### src/rtl/microwave_pkg.sv
// Shared encodings for the microwave front-panel blocks: sequencer states and
// LED ring animation modes.
package microwave_pkg;

  typedef enum logic [1:0] {
    ST_IDLE  = 2'd0,
    ST_RUN   = 2'd1,
    ST_PAUSE = 2'd2,
    ST_DONE  = 2'd3
  } state_e;

  localparam logic [1:0] MODE_HOLD   = 2'd0;
  localparam logic [1:0] MODE_CW     = 2'd1;
  localparam logic [1:0] MODE_CCW    = 2'd2;
  localparam logic [1:0] MODE_BOUNCE = 2'd3;

endpackage

### src/rtl/step_prescaler.sv
// Free-running step prescaler: counts 0..STEP_DIV-1 while enabled, holds when
// disabled, and flags the terminal count for one cycle.
module step_prescaler #(
  parameter int STEP_DIV = 25_000_000
) (
  input  logic clk_i,
  input  logic rst_i,
  input  logic en_i,
  input  logic clr_i,
  output logic tc_o
);

  localparam int CW = $clog2(STEP_DIV);
  localparam logic [CW-1:0] LAST = CW'(STEP_DIV - 1);

  logic [CW-1:0] cnt_q, cnt_d;

  // A clear in the same cycle suppresses the terminal count.
  assign tc_o = en_i && !clr_i && (cnt_q == LAST);

  always_comb begin
    cnt_d = cnt_q;
    if (clr_i) begin
      cnt_d = '0;
    end else if (en_i) begin
      cnt_d = (cnt_q == LAST) ? '0 : cnt_q + CW'(1);
    end
  end

  always_ff @(posedge clk_i) begin
    if (rst_i) begin
      cnt_q <= '0;
    end else begin
      cnt_q <= cnt_d;
    end
  end

endmodule

### src/rtl/led_ring_sequencer.sv
// LED ring animation sequencer for the cook cycle: drives the 4-to-16 decoder
// index plus run/idle enables, with a blinking finish phase.
module led_ring_sequencer
  import microwave_pkg::*;
#(
  parameter int STEP_DIV   = 25_000_000,
  parameter int DONE_STEPS = 6
) (
  input  logic       clk,
  input  logic       reset,
  input  logic       start,
  input  logic       pause,
  input  logic       clear,
  input  logic       done,
  input  logic [1:0] mode,
  output logic [3:0] I,
  output logic       run,
  output logic       idle,
  output logic       step
);

  localparam int DW = $clog2(DONE_STEPS + 1);
  localparam logic [DW-1:0] DONE_LAST = DW'(DONE_STEPS - 1);

  state_e        state_q, state_d;
  logic [3:0]    i_q, i_d;
  logic          dir_up_q, dir_up_d;
  logic          blink_q, blink_d;
  logic [DW-1:0] dcnt_q, dcnt_d;
  logic          run_q, run_d;
  logic          idle_q, idle_d;
  logic          step_q, step_d;
  logic          pre_en, pre_clr, tc;
  logic [4:0]    bnc;

  // Returns {dir_up, index}: reflects off both ends of the ring.
  function automatic logic [4:0] bounce_next(input logic [3:0] idx, input logic up);
    if (up) begin
      if (idx == 4'd15) return {1'b0, 4'd14};
      return {1'b1, idx + 4'd1};
    end
    if (idx == 4'd0) return {1'b1, 4'd1};
    return {1'b0, idx - 4'd1};
  endfunction

  assign pre_en  = (state_q == ST_RUN) || (state_q == ST_DONE);
  assign pre_clr = clear || ((state_q == ST_IDLE) && start);

  step_prescaler #(.STEP_DIV(STEP_DIV)) u_pre (
    .clk_i (clk),
    .rst_i (reset),
    .en_i  (pre_en),
    .clr_i (pre_clr),
    .tc_o  (tc)
  );

  always_comb begin
    state_d  = state_q;
    i_d      = i_q;
    dir_up_d = dir_up_q;
    blink_d  = blink_q;
    dcnt_d   = dcnt_q;
    step_d   = 1'b0;
    bnc      = bounce_next(i_q, dir_up_q);

    if (tc) begin
      step_d = 1'b1;
      if (state_q == ST_RUN) begin
        // Any non-bounce step re-arms dir so bounce always starts upward.
        dir_up_d = 1'b1;
        case (mode)
          MODE_CW:     i_d = i_q + 4'd1;
          MODE_CCW:    i_d = i_q - 4'd1;
          MODE_BOUNCE: {dir_up_d, i_d} = bnc;
          default:     i_d = i_q;
        endcase
      end else begin
        blink_d = ~blink_q;
        dcnt_d  = dcnt_q + DW'(1);
      end
    end

    if (clear) begin
      state_d  = ST_IDLE;
      i_d      = 4'd0;
      dir_up_d = 1'b1;
      blink_d  = 1'b0;
      dcnt_d   = '0;
    end else if (done && (state_q == ST_RUN || state_q == ST_PAUSE)) begin
      state_d = ST_DONE;
      blink_d = 1'b0;
      dcnt_d  = '0;
    end else if (pause && state_q == ST_RUN) begin
      state_d = ST_PAUSE;
    end else if (start && (state_q == ST_IDLE || state_q == ST_PAUSE)) begin
      state_d = ST_RUN;
    end else if (state_q == ST_DONE && tc && dcnt_q == DONE_LAST) begin
      state_d = ST_IDLE;
      blink_d = 1'b0;
      dcnt_d  = '0;
    end

    case (state_d)
      ST_RUN, ST_PAUSE: run_d = 1'b1;
      ST_DONE:          run_d = blink_d;
      default:          run_d = 1'b0;
    endcase
    idle_d = (state_d == ST_IDLE);
  end

  always_ff @(posedge clk) begin
    if (reset) begin
      state_q  <= ST_IDLE;
      i_q      <= 4'd0;
      dir_up_q <= 1'b1;
      blink_q  <= 1'b0;
      dcnt_q   <= '0;
      run_q    <= 1'b0;
      idle_q   <= 1'b1;
      step_q   <= 1'b0;
    end else begin
      state_q  <= state_d;
      i_q      <= i_d;
      dir_up_q <= dir_up_d;
      blink_q  <= blink_d;
      dcnt_q   <= dcnt_d;
      run_q    <= run_d;
      idle_q   <= idle_d;
      step_q   <= step_d;
    end
  end

  assign I    = i_q;
  assign run  = run_q;
  assign idle = idle_q;
  assign step = step_q;

endmodule
### config.mk
export PLATFORM = sky130hd
export DESIGN_NAME = led_ring_sequencer
export DESIGN_NICKNAME = d
export VERILOG_FILES = /design/src/rtl/microwave_pkg.sv /design/src/rtl/step_prescaler.sv /design/src/rtl/led_ring_sequencer.sv
export SDC_FILE = /design/constraint.sdc
export NUM_CORES = 1
export LEC_CHECK = 0
export CAP_MARGIN = 10
export CORE_MARGIN = 2
export CORE_UTILIZATION = 31
export DETAILED_ROUTE_END_ITERATION = 6
export PLACE_DENSITY = 0.47
export SYNTH_ARGS = -nofsm -noshare
export SYNTH_HDL_FRONTEND = slang
export SYNTH_SLANG_ARGS = --single-unit
export TNS_END_PERCENT = 10
### constraint.sdc
create_clock -name clk -period 5.7 [get_ports clk]
set_input_delay 0.57 -clock clk [delete_from_list [all_inputs] [get_ports clk]]
set_output_delay 0.57 -clock clk [all_outputs]
set_load 0.03 [all_outputs]
## Word level (Yosys, flattened, before mapping)

Index checks and enable logic that the tools add are counted.

| operators by class | value |
|---|---|
| equality and inequality tests | 12 |
| add/subtract/negate cells | 4 |
| reductions and logical operators | 23 |
| bitwise logic cells | 1 |
| mux-type cells | 33 |

Operators with widths:

| kind | count |
|---|---|
| 5-bit two-way mux | 6 |
| 25-bit by 1-bit adder with 25-bit output (second input constant) | 1 |
| 25-bit equality test (second input constant) | 1 |
| 25-bit two-way mux | 1 |
| 3-bit two-way mux | 5 |
| 1-bit two-way mux | 14 |
| 2-bit equality test (second input constant) | 6 |
| 4-bit case mux with 3 select lines | 1 |
| 2-bit two-way mux | 5 |
| 1-bit logical AND | 8 |
| 2-bit by 1-bit equality test with 1-bit output (second input constant) | 3 |
| 2-bit OR reduction | 3 |
| 4-bit by 1-bit adder with 4-bit output (second input constant) | 1 |
| 4-bit equality test (second input constant) | 1 |
| 2-bit logical NOT | 2 |
| 4-bit logical NOT | 1 |
| 1-bit logical OR | 4 |
| 4-bit by 1-bit subtractor with 4-bit output (second input constant) | 1 |
| 3-bit by 1-bit adder with 3-bit output (second input constant) | 1 |
| 3-bit equality test (second input constant) | 1 |
| 3-bit AND reduction | 1 |
| 3-bit nonzero test | 1 |
| 3-bit OR reduction | 1 |
| 1-bit case mux with 2 select lines | 1 |
| 3 further kinds | 3 |

| storage, ports and cells | value |
|---|---|
| output and inout bits | 7 |
| bits of input ports | 8 |
| word-level logic and storage cells | 82 |
| bits in registers | 39 |

## Depth between registers and ports, before layout

| logic depth | value |
|---|---|
| depth after elaboration | 16 |
| gate-level depth with buffers | 10 |
| gate-level depth less buffers | 10 |

## Hierarchy

From an unflattened synthesis, not the netlist that was laid out.

| unflattened totals | value |
|---|---|
| cell total of the unflattened synthesis | 255 |
| area, all modules | 2194.6 sq um |

By module, submodules not included:

| module | instances | area an instance (sq um) | sequential area each (sq um) | cells an instance |
|---|---|---|---|---|
| step_prescaler | 1 | 1226.2 | 500.5 | 141 |
| led_ring_sequencer | 1 | 968.4 | 280.3 | 114 |

## Worst setup path after synthesis

Ideal clock, no wire load.

| timing path | value |
|---|---|
| kind | flip-flop to flip-flop |
| start | register u_pre.cnt_q[0] |
| end | register run_q (netlist: run) |
| setup time | 0.126 ns |
| clock period less this slack | 2.245 ns |
| arrival | 2.119 ns |
| path buffers | 0 |
| stages on the path, launching flop included | 11 |
| data required time | 5.574 ns |
| path slack | 3.455 ns |
| path through | dfxtp_1 > ha_1 > nor4b_4 > nand4_4 > or3_2 > a31oi_1 > or2_1 > ha_1 > nor2_1 > nand4b_1 > o31ai_1 |

| between the ends | value |
|---|---|
| word-level cells in the longest chain between the ends | 12 |
| elaborated cells on any way between the ends | 20 |
| those cells by class | eq/ne: 4; mux: 12; reduce/logical: 4 |

RTL lines:

| what | line | RTL |
|---|---|---|
| from (decl) | step_prescaler.sv:16 | `logic [CW-1:0] cnt_q, cnt_d;` |
| from (signal assigned) | step_prescaler.sv:34 | `cnt_q <= cnt_d;` |
| 25-bit equality test * | step_prescaler.sv:19 | `assign tc_o = en_i && !clr_i && (cnt_q == LAST);` |
| 1-bit logical AND * | step_prescaler.sv:19 |  |
| 1-bit logical AND (2 in a row) | led_ring_sequencer.sv:97 | `end else if (state_q == ST_DONE && tc && dcnt_q == DONE_LAST) begin` |
| 2-bit two-way mux | led_ring_sequencer.sv:97 |  |
| 2-bit two-way mux | led_ring_sequencer.sv:95 | `end else if (start && (state_q == ST_IDLE \|\| state_q == ST_PAUSE)) begin` |
| 2-bit two-way mux | led_ring_sequencer.sv:93 | `end else if (pause && state_q == ST_RUN) begin` |
| 2-bit two-way mux | led_ring_sequencer.sv:89 | `end else if (done && (state_q == ST_RUN \|\| state_q == ST_PAUSE)) begin` |
| 2-bit two-way mux | led_ring_sequencer.sv:83 | `if (clear) begin` |
| 2-bit by 1-bit equality test with 1-bit output or 2-bit equality test (tied branches) | led_ring_sequencer.sv:103 | `case (state_d)` |
| 2-bit OR reduction | led_ring_sequencer.sv:103 |  |
| 1-bit case mux with 2 select lines * | led_ring_sequencer.sv:103 |  |
| to (signal assigned) | led_ring_sequencer.sv:127 | `run_q <= run_d;` |
| to (decl) | led_ring_sequencer.sv:30 | `logic run_q, run_d;` |

Mark *: on every way between the ends. The rest lies on a longest branch, timed or not.
A chain may end at the register's enable or synchronous reset.

## Worst setup path in the final report

| timing path | value |
|---|---|
| start | input clear |
| end | register run_q (netlist: run) |

| between the ends | value |
|---|---|
| word-level cells in the longest chain between the ends | 14 |
| elaborated cells on any way between the ends | 22 |
| those cells by class | eq/ne: 3; mux: 12; reduce/logical: 7 |

RTL lines:

| what | line | RTL |
|---|---|---|
| from (decl) | led_ring_sequencer.sv:13 | `input logic clear,` |
| 1-bit logical OR | led_ring_sequencer.sv:47 | `assign pre_clr = clear \|\| ((state_q == ST_IDLE) && start);` |
| 1-bit logical NOT | step_prescaler.sv:19 |  |
| 1-bit logical AND (2 in a row) | step_prescaler.sv:19 |  |
| 1-bit logical AND (2 in a row) | led_ring_sequencer.sv:97 |  |
| 2-bit two-way mux | led_ring_sequencer.sv:97 |  |
| 2-bit two-way mux | led_ring_sequencer.sv:95 |  |
| 2-bit two-way mux | led_ring_sequencer.sv:93 |  |
| 2-bit two-way mux | led_ring_sequencer.sv:89 |  |
| 2-bit two-way mux | led_ring_sequencer.sv:83 |  |
| 2-bit by 1-bit equality test with 1-bit output or 2-bit equality test (tied branches) | led_ring_sequencer.sv:103 |  |
| 2-bit OR reduction | led_ring_sequencer.sv:103 |  |
| 1-bit case mux with 2 select lines * | led_ring_sequencer.sv:103 |  |

Marked as above.

==> run metrics <==
Fillers 728; Final TNS setup 0 ps; M3 GR Usage 3.11%; Post-Layout Inst Area 2510 µm²; PortBufs 14; xor/xnor share of the synthesized area 10.0%; met2 GRT Util 20.0%; pins over their slew limit 0; Synth area leader dfxtp_1; met1 Use GR 18.2%; die area 7750 µm²; Simple-Gate Fraction of Synth Area 32.7%; final worst slack 3170 ps; Hold Vio Cnt, Final 0; Max transition margin 41.1%; DRC 0; total CTS buffers 5; gp weighted congestion 0.820; H-tree depth 2; final period utilization 44.3%; CP max FO 9; Worst Setup Path Type input port to flop; pin count of the biggest net entering global routing 26; drt pass-1 iters 6; Synth cell types 51; CTS sink count 39; first-pass GRT wire length 7980 µm; Peak VDD IR 0.0931 mV; overall routed net length 4620 µm; Synth Register Bits 39; post-route insts no fill 369; wire per inst 12.5 µm; Adder-Cell Fraction of Synth Area 6.29%; final core occ 36.8%; Hold Crit Class flop to flop; ranking of synthesized cells by area dfxtp_1 (36%), nor2_1 (7.4%), xnor2_1 (6.8%), ha_1 (6.3%), xor2_1 (3.2%); io pins 15; Lkg Pwr 0.800 nW; Total GRT Usage 13.1%; Final ANT Viol Nets 0; # Post-CTS Setup Buffers 0; status complete, no violations; syn_nets 277; Post-DP HPWL 3400 µm; commonest non-fill, non-tap cells in the layout nor2_1 (43), dfxtp_1 (39), nand2_1 (18); Max-Cap Viols 0; post-synthesis mux area share 0.457%; DP Cell Count 361; clock latency at the later pin of the worst-skew pair 290 ps; FP Rows 30; CP Data Required Time 5870 ps; placement-stage cell area 2420 µm²; actual slew at the worst max-slew pin 883 ps; CTS tree yes; Place WS 2850 ps; syn avg cell area 8.49 µm²; Mapped Area 2190 µm²; endpoint class of the critical path flop; total power 0.501 mW; Synth top area share 35.7%; number of global-route vias before repair 1665; die width 88.0 µm; Fmax 396 MHz; most common cell after layout, fill and taps aside nor2_1; Vias/cell 4.88; Yosys warnings 0; hold buffers post-CTS 0; Final setup viols 0; WP data arrival 2700 ps; ratio of cells with drive above 1 in the final layout 8.42%; register area share after synthesis 35.7%; Layout Nets 291; die span in y 88.0 µm; RSZ-0062 raised after global routing false; gr ovfl total 0; area delta synth->final 14.7%; Iter 0 DRT Violations 55; total core area 6830 µm²; Synth Area in Compound Gates 11.5%; Post-Synthesis Cells 258; Root Driver clkbuf_8; initial antenna violation count 0; Clock transition at path regs 80 ps; effective utilization at floorplan 32.1%; Tmin final 2530 ps; Gates resized, CTS repair 0; vias 1802; WHS 525 ps; diode count 0; Clock Skew 4.85 ps; largest family of logic cells by synthesized area simple AND/OR/NAND/NOR gates; CP Launch Type input port; grt peak-use layer met2; CTS max path bufs 2; PwrDens 200 nW/µm²
power by group:
| part | internal (mW) | switching (mW) | total (mW) |
|---|---|---|---|
| logic | 0.0142 | 0.0212 | 0.0354 |
| registers | 0.274 | 0.00141 | 0.275 |
| clock network | 0.0852 | 0.105 | 0.190 |
| total | 0.373 | 0.128 | 0.501 |
critical path: stages:
cell and delay, ps:
clkdlybuf4s50_1 530, nor2b_1 200, nand4_1 130, or3_2 500, a31oi_1 270, or2_1 140
ha_1 140, nor2_1 60, nand4b_1 100, o31ai_1 60
area by class of cell:
cell class | count | area (µm²) | share of cell area (%)
multi-input cells | 200 | 1340 | 53.2
flip-flops and latches | 39 | 781 | 31.1
repair buffers | 14 | 140 | 5.58
well taps | 96 | 120 | 4.78
clock buffers | 5 | 68.8 | 2.74
inverters | 12 | 45.0 | 1.79
clock inverters | 3 | 20.0 | 0.797
cells in the mapped netlist, drive strengths merged:
library cell and count:
o21ai 8, or3 5, nor3 9, dfxtp 39, inv 12, xnor2 17, mux2i 1, a221o 2
nand2 18, and4 3, a22oi 1, o211a 1, nor2 43, and4b 1, nand4b 1, and3 6
ha 11, a211o 2, a21oi 5, a21bo 1, nand2b 3, nand3 7, a31o 1, nand3b 1
nor2b 3, o221ai 2, a211oi 4, buf 2, xor2 8, clkbuf 5, o2111ai 1, o2bb2ai 1
or4b 1, nor4b 2, nor4 11, nand4 10, o31ai 1, a31oi 1, or2 4, o211ai 2
a21boi 1, o21a 1
per-layer routing:
metal  vias to the layer above  routed length [µm]
met4                         0                  45
li1                        948                   -
met2                        19                2030
met5                         -                   0
met1                       830                2430
met3                         5                 124
sequential cells by signal, summed over array words and instances, names as in the netlist:
register     count
run              1
step             1
blink_q          1
u_pre.cnt_q     25
I                4
idle             1
state_q          2
dcnt_q           3
dir_up_q         1
path summary, 6_finish.rpt:
path,from,endpoint,slack (ps),cells after the start
max,clear,run,3170,10
min,dcnt_q[1],dcnt_q[1],520,2
max reg2reg,u_pre.cnt_q[0],run,3220,10
min reg2reg,dcnt_q[1],dcnt_q[1],520,2
kinds of logic after synthesis:
kind of cell,count (synthesis)
compound gates,35
xor+xnor,25
fa+ha+maj,11
buf+inv,19
flops,39
mux,1
simple gates,128
No activity file was read; power rests on OpenSTA's default activity.
